--- src/rtl/jtu_pkg.sv ---
// Shared definitions for the jump target unit: op encodings and fixed field widths.
package jtu_pkg;

    typedef enum logic [1:0] {
        OP_J   = 2'b00,
        OP_JAL = 2'b01,
        OP_BR  = 2'b10,
        OP_JR  = 2'b11
    } jtu_op_e;

    localparam int BR_IMM_W = 16;
    localparam int LINK_OFS = 4;

endpackage

--- src/rtl/jump_target_unit_if.sv ---
// Request/response bundle between decode, the jump target unit and the PC register.
interface jump_target_unit_if #(
    parameter int ADDR_W = 32,
    parameter int IDX_W  = 26
);
    logic              in_valid;
    logic              in_ready;
    logic [1:0]        op;
    logic [ADDR_W-1:0] pc;
    logic [IDX_W-1:0]  idx;
    logic              out_valid;
    logic              out_ready;
    logic [ADDR_W-1:0] target;
    logic [ADDR_W-1:0] link;
    logic              err;
    logic              ras_empty;
    logic              ras_full;

    modport master (
        output in_valid, op, pc, idx, out_ready,
        input  in_ready, out_valid, target, link, err, ras_empty, ras_full
    );

    modport slave (
        input  in_valid, op, pc, idx, out_ready,
        output in_ready, out_valid, target, link, err, ras_empty, ras_full
    );
endinterface

--- src/rtl/jtu_ras.sv ---
// Circular return-address stack; a push when full overwrites the oldest entry.
module jtu_ras #(
    parameter int ADDR_W    = 32,
    parameter int RAS_DEPTH = 4
) (
    input  logic              clk,
    input  logic              rst,
    input  logic              push,
    input  logic              pop,
    input  logic [ADDR_W-1:0] wdata,
    output logic [ADDR_W-1:0] top,
    output logic              empty,
    output logic              full
);
    localparam int PTR_W = $clog2(RAS_DEPTH);
    localparam int CNT_W = PTR_W + 1;

    logic [ADDR_W-1:0] stack_q [RAS_DEPTH];
    logic [PTR_W-1:0]  ptr_q;
    logic [CNT_W-1:0]  count_q;

    // ptr_q names the next free slot; wrapping it lets a push reuse the oldest slot.
    assign top   = stack_q[ptr_q - PTR_W'(1)];
    assign empty = (count_q == '0);
    assign full  = (count_q == CNT_W'(RAS_DEPTH));

    always_ff @(posedge clk) begin
        if (push) begin
            stack_q[ptr_q] <= wdata;
        end
    end

    always_ff @(posedge clk) begin
        if (rst) begin
            ptr_q   <= '0;
            count_q <= '0;
        end else if (push) begin
            ptr_q <= ptr_q + PTR_W'(1);
            if (!full) begin
                count_q <= count_q + CNT_W'(1);
            end
        end else if (pop && !empty) begin
            ptr_q   <= ptr_q - PTR_W'(1);
            count_q <= count_q - CNT_W'(1);
        end
    end

endmodule

--- src/rtl/jump_target_unit.sv ---
// Registered next-PC target unit for J/JAL/BR/JR with one cycle of latency.
// Define JTU_RAS_EN to build the return-address stack; otherwise every JR reports err.
module jump_target_unit
    import jtu_pkg::*;
#(
    parameter int ADDR_W    = 32,
    parameter int IDX_W     = 26,
    parameter int SHIFT     = 2,
    parameter int RAS_DEPTH = 4
) (
    input logic               clk,
    input logic               rst,
    jump_target_unit_if.slave bus
);
    localparam logic [ADDR_W-1:0] HI_MASK = {ADDR_W{1'b1}} << (IDX_W + SHIFT);

    logic              in_ready;
    logic              accept;
    logic [ADDR_W-1:0] pc4;
    logic [ADDR_W-1:0] jmp_tgt;
    logic [ADDR_W-1:0] br_off;
    logic [ADDR_W-1:0] target_d, target_q;
    logic [ADDR_W-1:0] link_d, link_q;
    logic              err_d, err_q;
    logic              out_valid_q;
    logic              ras_empty_w;
    logic              ras_full_w;
    logic [ADDR_W-1:0] ras_top;

    assign in_ready = !out_valid_q || bus.out_ready;
    assign accept   = bus.in_valid && in_ready;

    assign pc4     = bus.pc + ADDR_W'(LINK_OFS);
    assign jmp_tgt = (pc4 & HI_MASK) | (ADDR_W'(bus.idx) << SHIFT);
    assign br_off  = {{(ADDR_W-BR_IMM_W){bus.idx[BR_IMM_W-1]}}, bus.idx[BR_IMM_W-1:0]} << SHIFT;

`ifdef JTU_RAS_EN
    logic ras_push;
    logic ras_pop;

    // The stack moves at acceptance, so a JR right behind a JAL sees its push.
    assign ras_push = accept && (bus.op == OP_JAL);
    assign ras_pop  = accept && (bus.op == OP_JR) && !ras_empty_w;

    jtu_ras #(
        .ADDR_W    (ADDR_W),
        .RAS_DEPTH (RAS_DEPTH)
    ) u_ras (
        .clk   (clk),
        .rst   (rst),
        .push  (ras_push),
        .pop   (ras_pop),
        .wdata (pc4),
        .top   (ras_top),
        .empty (ras_empty_w),
        .full  (ras_full_w)
    );
`else
    assign ras_empty_w = 1'b1;
    assign ras_full_w  = 1'b0;
    assign ras_top     = '0;
`endif

    always_comb begin
        target_d = jmp_tgt;
        link_d   = '0;
        err_d    = 1'b0;
        case (bus.op)
            OP_J: begin
                target_d = jmp_tgt;
            end
            OP_JAL: begin
                target_d = jmp_tgt;
                link_d   = pc4;
            end
            OP_BR: begin
                target_d = pc4 + br_off;
            end
            OP_JR: begin
                target_d = ras_empty_w ? pc4 : ras_top;
                err_d    = ras_empty_w;
            end
            default: begin
                target_d = jmp_tgt;
            end
        endcase
    end

    always_ff @(posedge clk) begin
        if (rst) begin
            out_valid_q <= 1'b0;
            target_q    <= '0;
            link_q      <= '0;
            err_q       <= 1'b0;
        end else if (accept) begin
            out_valid_q <= 1'b1;
            target_q    <= target_d;
            link_q      <= link_d;
            err_q       <= err_d;
        end else if (bus.out_ready) begin
            out_valid_q <= 1'b0;
        end
    end

    assign bus.in_ready  = in_ready;
    assign bus.out_valid = out_valid_q;
    assign bus.target    = target_q;
    assign bus.link      = link_q;
    assign bus.err       = err_q;
    assign bus.ras_empty = ras_empty_w;
    assign bus.ras_full  = ras_full_w;

endmodule

--- src/flat_wrapper.sv ---
// flat-port wrapper written by rule: the top's interface ports become plain ports
module jump_target_unit_flat import jtu_pkg::*;
#(
    parameter int ADDR_W    = 32,
    parameter int IDX_W     = 26,
    parameter int SHIFT     = 2,
    parameter int RAS_DEPTH = 4
)
  (clk, rst, bus_in_valid, bus_op, bus_pc, bus_idx, bus_out_ready, bus_in_ready, bus_out_valid, bus_target, bus_link, bus_err, bus_ras_empty, bus_ras_full);
  jump_target_unit_if #(.ADDR_W(ADDR_W), .IDX_W(IDX_W)) bus_i ();
  input logic clk;
  input logic rst;
  input wire logic [$bits(bus_i.in_valid)-1:0] bus_in_valid;
  input wire logic [$bits(bus_i.op)-1:0] bus_op;
  input wire logic [$bits(bus_i.pc)-1:0] bus_pc;
  input wire logic [$bits(bus_i.idx)-1:0] bus_idx;
  input wire logic [$bits(bus_i.out_ready)-1:0] bus_out_ready;
  output wire logic [$bits(bus_i.in_ready)-1:0] bus_in_ready;
  output wire logic [$bits(bus_i.out_valid)-1:0] bus_out_valid;
  output wire logic [$bits(bus_i.target)-1:0] bus_target;
  output wire logic [$bits(bus_i.link)-1:0] bus_link;
  output wire logic [$bits(bus_i.err)-1:0] bus_err;
  output wire logic [$bits(bus_i.ras_empty)-1:0] bus_ras_empty;
  output wire logic [$bits(bus_i.ras_full)-1:0] bus_ras_full;
  assign bus_i.in_valid = bus_in_valid;
  assign bus_i.op = bus_op;
  assign bus_i.pc = bus_pc;
  assign bus_i.idx = bus_idx;
  assign bus_i.out_ready = bus_out_ready;
  assign bus_in_ready = bus_i.in_ready;
  assign bus_out_valid = bus_i.out_valid;
  assign bus_target = bus_i.target;
  assign bus_link = bus_i.link;
  assign bus_err = bus_i.err;
  assign bus_ras_empty = bus_i.ras_empty;
  assign bus_ras_full = bus_i.ras_full;
  jump_target_unit #(.ADDR_W(ADDR_W), .IDX_W(IDX_W), .SHIFT(SHIFT), .RAS_DEPTH(RAS_DEPTH)) u_core (.clk(clk), .rst(rst), .bus(bus_i));
endmodule
--- config.mk ---
export PLATFORM = sky130hd
export DESIGN_NAME = jump_target_unit_flat
export DESIGN_NICKNAME = d
export VERILOG_FILES = /design/src/rtl/jtu_pkg.sv /design/src/rtl/jump_target_unit_if.sv /design/src/rtl/jtu_ras.sv /design/src/rtl/jump_target_unit.sv /design/src/flat_wrapper.sv
export SDC_FILE = /design/constraint.sdc
export NUM_CORES = 1
export LEC_CHECK = 0
export ABC_AREA = 1
export CAP_MARGIN = 0
export CORE_ASPECT_RATIO = 1.25
export CORE_MARGIN = 3
export CORE_UTILIZATION = 47
export CTS_BUF_LIST = sky130_fd_sc_hd__clkbuf_8
export DETAILED_ROUTE_END_ITERATION = 10
export PLACE_DENSITY = 0.79
export SYNTH_ARGS = -nofsm -noshare
export SYNTH_HDL_FRONTEND = slang
export SYNTH_SLANG_ARGS = --single-unit
--- constraint.sdc ---
create_clock -name clk -period 3.2 [get_ports clk]
set_clock_uncertainty 0.1 [all_clocks]
set_input_delay 0.64 -clock clk [delete_from_list [all_inputs] [get_ports clk]]
set_output_delay 0.64 -clock clk [all_outputs]
set_load 0.01 [all_outputs]
==> flow_metrics.py <==
metrics = {
    "outcome": {
        "status": "finished with violations",
        "violations": "setup timing",
    },
    "clocking": {
        "cts_inserted_buffers": 9,
        "cts_root_buf": "clkbuf_8",
        "cts_max_level": 3,
        "ctsHoldBuffers": 0,
        "cts.sinks": 66,
        "cts_tree": "done",
        "cts.path.max_buffers": 2,
        "insertion_delay_ps": 390,
        "path_clk_slew_ps": 100,
    },
    "timing": {
        "finalHoldViolations": 0,
        "drv_slew": 0,
        "setup_slack_ps": -106,
        "worst_slew_pin_slew_ps": 873,
        "fin_setup_tns_ps": -331,
        "fin_crit_sh_pct": 103,
        "fmaxAchievable_mhz": 302,
        "maxSlewHeadroom_pct": 41.8,
        "final-setup-viol-count": 4,
        "fin_crit_ps": 3310,
    },
    "pwr": {
        "pwr_density_cell_nw_per_um2": 312,
        "fin_total_pwr_w": 0.00302,
        "ir_drop_uv": 258,
        "p_leak_nw": 4.47,
    },
    "worst_setup_path": {
        "startpoint_type": "input port",
        "r2r-start": "u_core.bus.out_valid$_SDFFE_PP0P_",
        "cp.required_ps": 3420,
        "crit_type": "in2reg",
        "rr_worst_depth": 8,
        "critPathArrivalTime_ps": 3530,
        "crit_fanout": 4,
        "r2r_end": "u_core.bus.link[30]$_SDFFE_PP0P_",
        "end_kind": "flip-flop",
        "r2r_slack_ps": 1430,
    },
    "min_path": {
        "whs_path_depth": 2,
        "min_to": "u_core.bus.link[27]$_SDFFE_PP0P_",
        "hold_path_startpoint": "u_core.bus.link[27]$_SDFFE_PP0P_",
        "hold_class": "reg2reg",
    },
    "synthesis": {
        "syn_inst": 918,
        "synth.avg_cell_area_um2": 6.07,
        "synth_edf_count": 0,
        "syn_nets": 1018,
        "ys.flop_type": "dfxtp_1",
        "synth_top_cell_by_area": "dfxtp_1",
        "synth-adder-area-share_pct": 8.22,
        "synth.most_common_cell": "nand2_1",
        "yosys-mux-area-fraction_pct": 0,
        "ys_seq_area_share_pct": 23.7,
        "synth-xor-area-share_pct": 2.78,
        "synth_common_cells": "284 x nand2_1, 108 x a21oi_1, 103 x inv_1",
        "yosys.area.top_type_share_pct": 23.7,
        "synthSimpleGateAreaFrac_pct": 37.2,
        "ys_warn_count": 0,
        "async_flop_share_pct": 0,
        "synth_top_family_by_area": "simple AND/OR/NAND/NOR gates",
        "synth_area_um2": 5570,
        "synth-compound-area-share_pct": 18.6,
        "yosys-top-cells-area": "dfxtp_1 24%, nand2_1 19%, a21oi_1 9.7%, ha_1 7.9%, inv_1 6.9%",
        "synthDistinctLibCells": 46,
        "ys_ff_latch": 66,
    },
    "global_route": {
        "grt_max_degree": 63,
        "use_met3_pct": 6.70,
        "grt_pass1_vias": 7475,
        "grt_pass1_wl_um": 37100,
        "grt-busiest-layer": "met2",
        "grt_antenna_before_repair": 0,
        "grt_overflow_total": 0,
        "grt_use_met1_pct": 44.1,
        "use_met2_pct": 58.6,
        "gr-usage-all-layers_pct": 36.2,
    },
    "detailed_routing": {
        "drt_iter0_markers": 1076,
        "drt-wirelength-per-cell_um": 20.9,
        "vias": 8391,
        "dr.pass1.iters": 6,
        "ant_nets": 0,
        "vias_per_cell": 6.02,
        "wirelength_um": 29200,
        "drc": 0,
    },
    "floorplanning": {
        "io_pins": 133,
        "die_area_um2": 13200,
        "rows": 43,
        "die_y_um": 128,
        "initial_core_util_pct": 49.1,
        "core_area_um2": 11400,
        "dieWidth_um": 103,
    },
    "finish": {
        "drive_above_1_share_pct": 34.5,
        "fin_nets": 1333,
        "final_cell_count_no_fill": 1395,
        "n_antenna_cell": 0,
        "syn2layout_area_growth_pct": 73.5,
    },
    "place": {
        "dp.cells": 1360,
        "hpwl_um": 17300,
        "finalWeightedCongestion": 0.962,
        "portBuffers": 130,
    },
    "flow_run": {
        "cap_violations": 0,
    },
}
==> flip-flops by register name (all words and copies together) (netlist names) <==
| signal | count |
|---|---|
| u_core.bus.err | 1 |
| u_core.bus.out_valid | 1 |
| u_core.bus.target | 32 |
| u_core.bus.link | 32 |
==> critical path: stages <==
cell and delay (ps):
clkdlybuf4s50_1 490, nand2_1 100, inv_1 160, nand2_2 90
nor3_2 280, nand3_1 150, nand2_1 110, nand2_1 80
inv_1 120, ha_1 310, inv_1 150, nor3_4 60
buf_4 130, nand2_2 80, nand3_2 90, nor2_4 120
nand2_1 60, nand2_1 60, nand3_1 90, a21oi_2 150
==> cell usage in the layout (no fill, tap or decap), types with 19 or more instances in the layout <==
| cell type | synthesis | routed |
|---|---|---|
| nand3_1 | 56 | 48 |
| nor2_1 | 68 | 37 |
| o21ai_0 | 48 | 46 |
| inv_1 | 103 | 89 |
| dfxtp_1 | 66 | 66 |
| a21oi_1 | 108 | 86 |
| buf_4 | 2 | 191 |
| nor2_2 | 4 | 19 |
| a21oi_2 | 6 | 26 |
| clkdlybuf4s50_1 | 0 | 109 |
| nand2_2 | 8 | 41 |
| nand2_1 | 284 | 244 |
| nor2_4 | 5 | 21 |
==> area by class of cell <==
| cell class | count | area [um2] |
|---|---|---|
| clock buffer | 9 | 124 |
| clock inverter | 7 | 80.1 |
| fill | 609 | 1680 |
| inverter | 106 | 400 |
| multi-input combinational | 719 | 4670 |
| sequential | 66 | 1320 |
| tap | 157 | 196 |
| timing repair buffer | 331 | 2880 |
==> worst max-delay path by stage <==
| stage | start | to |
|---|---|---|
| 6_report | bus_pc[23] | u_core.bus.target[30]$_SDFFE_PP0P_ |
| 5_1_grt | bus_pc[23] | u_core.bus.target[29]$_SDFFE_PP0P_ |
| 4_1_cts | bus_pc[9] | u_core.bus.target[30]$_SDFFE_PP0P_ |
| 3_5_place_dp | bus_pc[3] | u_core.bus.target[30]$_SDFFE_PP0P_ |
| 3_3_place_gp | bus_pc[2] | u_core.bus.target[30]$_SDFFE_PP0P_ |
| 2_1_floorplan | bus_pc[2] | u_core.bus.target[23]$_SDFFE_PP0P_ |
==> cell families after synthesis <==
group	after synthesis
buffers and inverters	133
adders and majority gates	36
DFF	66
xor gates and xnor gates	16
other	2
AOI/OAI and AO/OA	192
and+or+nand+nor	473
==> report_power, final <==
part           internal [W]  switching (W)  total, W
combinational      0.000595       0.000705   0.00130
clock              0.000373       0.000450  0.000823
sequential         0.000866      0.0000309  0.000897
==> routing by layer <==
metal	routed length, um	share of wire [%]
met1	10100	35
met2	13400	46
met3	3350	11
met4	2310	7.9
met5	0	0
==> through the flow <==
step	hold WS (ps)	utilization, %	cell area (um2)	worst slack (ps)
floorplan	390	-	5570	124
global placement	352	73.6	8360	-616
detailed placement	357	73.6	8360	-689
CTS	371	78.9	8950	-50.1
global route	388	85.2	9670	-249
finish	378	85.2	9670	-106
==> what timing repair did <==
| item | CTS | global route |
|---|---|---|
| pin swaps | 34 | 52 |
| setup buffers | 6 | 13 |
| gates resized for setup | 86 | 159 |
| endpoints found under the setup margin | 23 | 22 |
No activity file was read; power rests on OpenSTA's default activity.
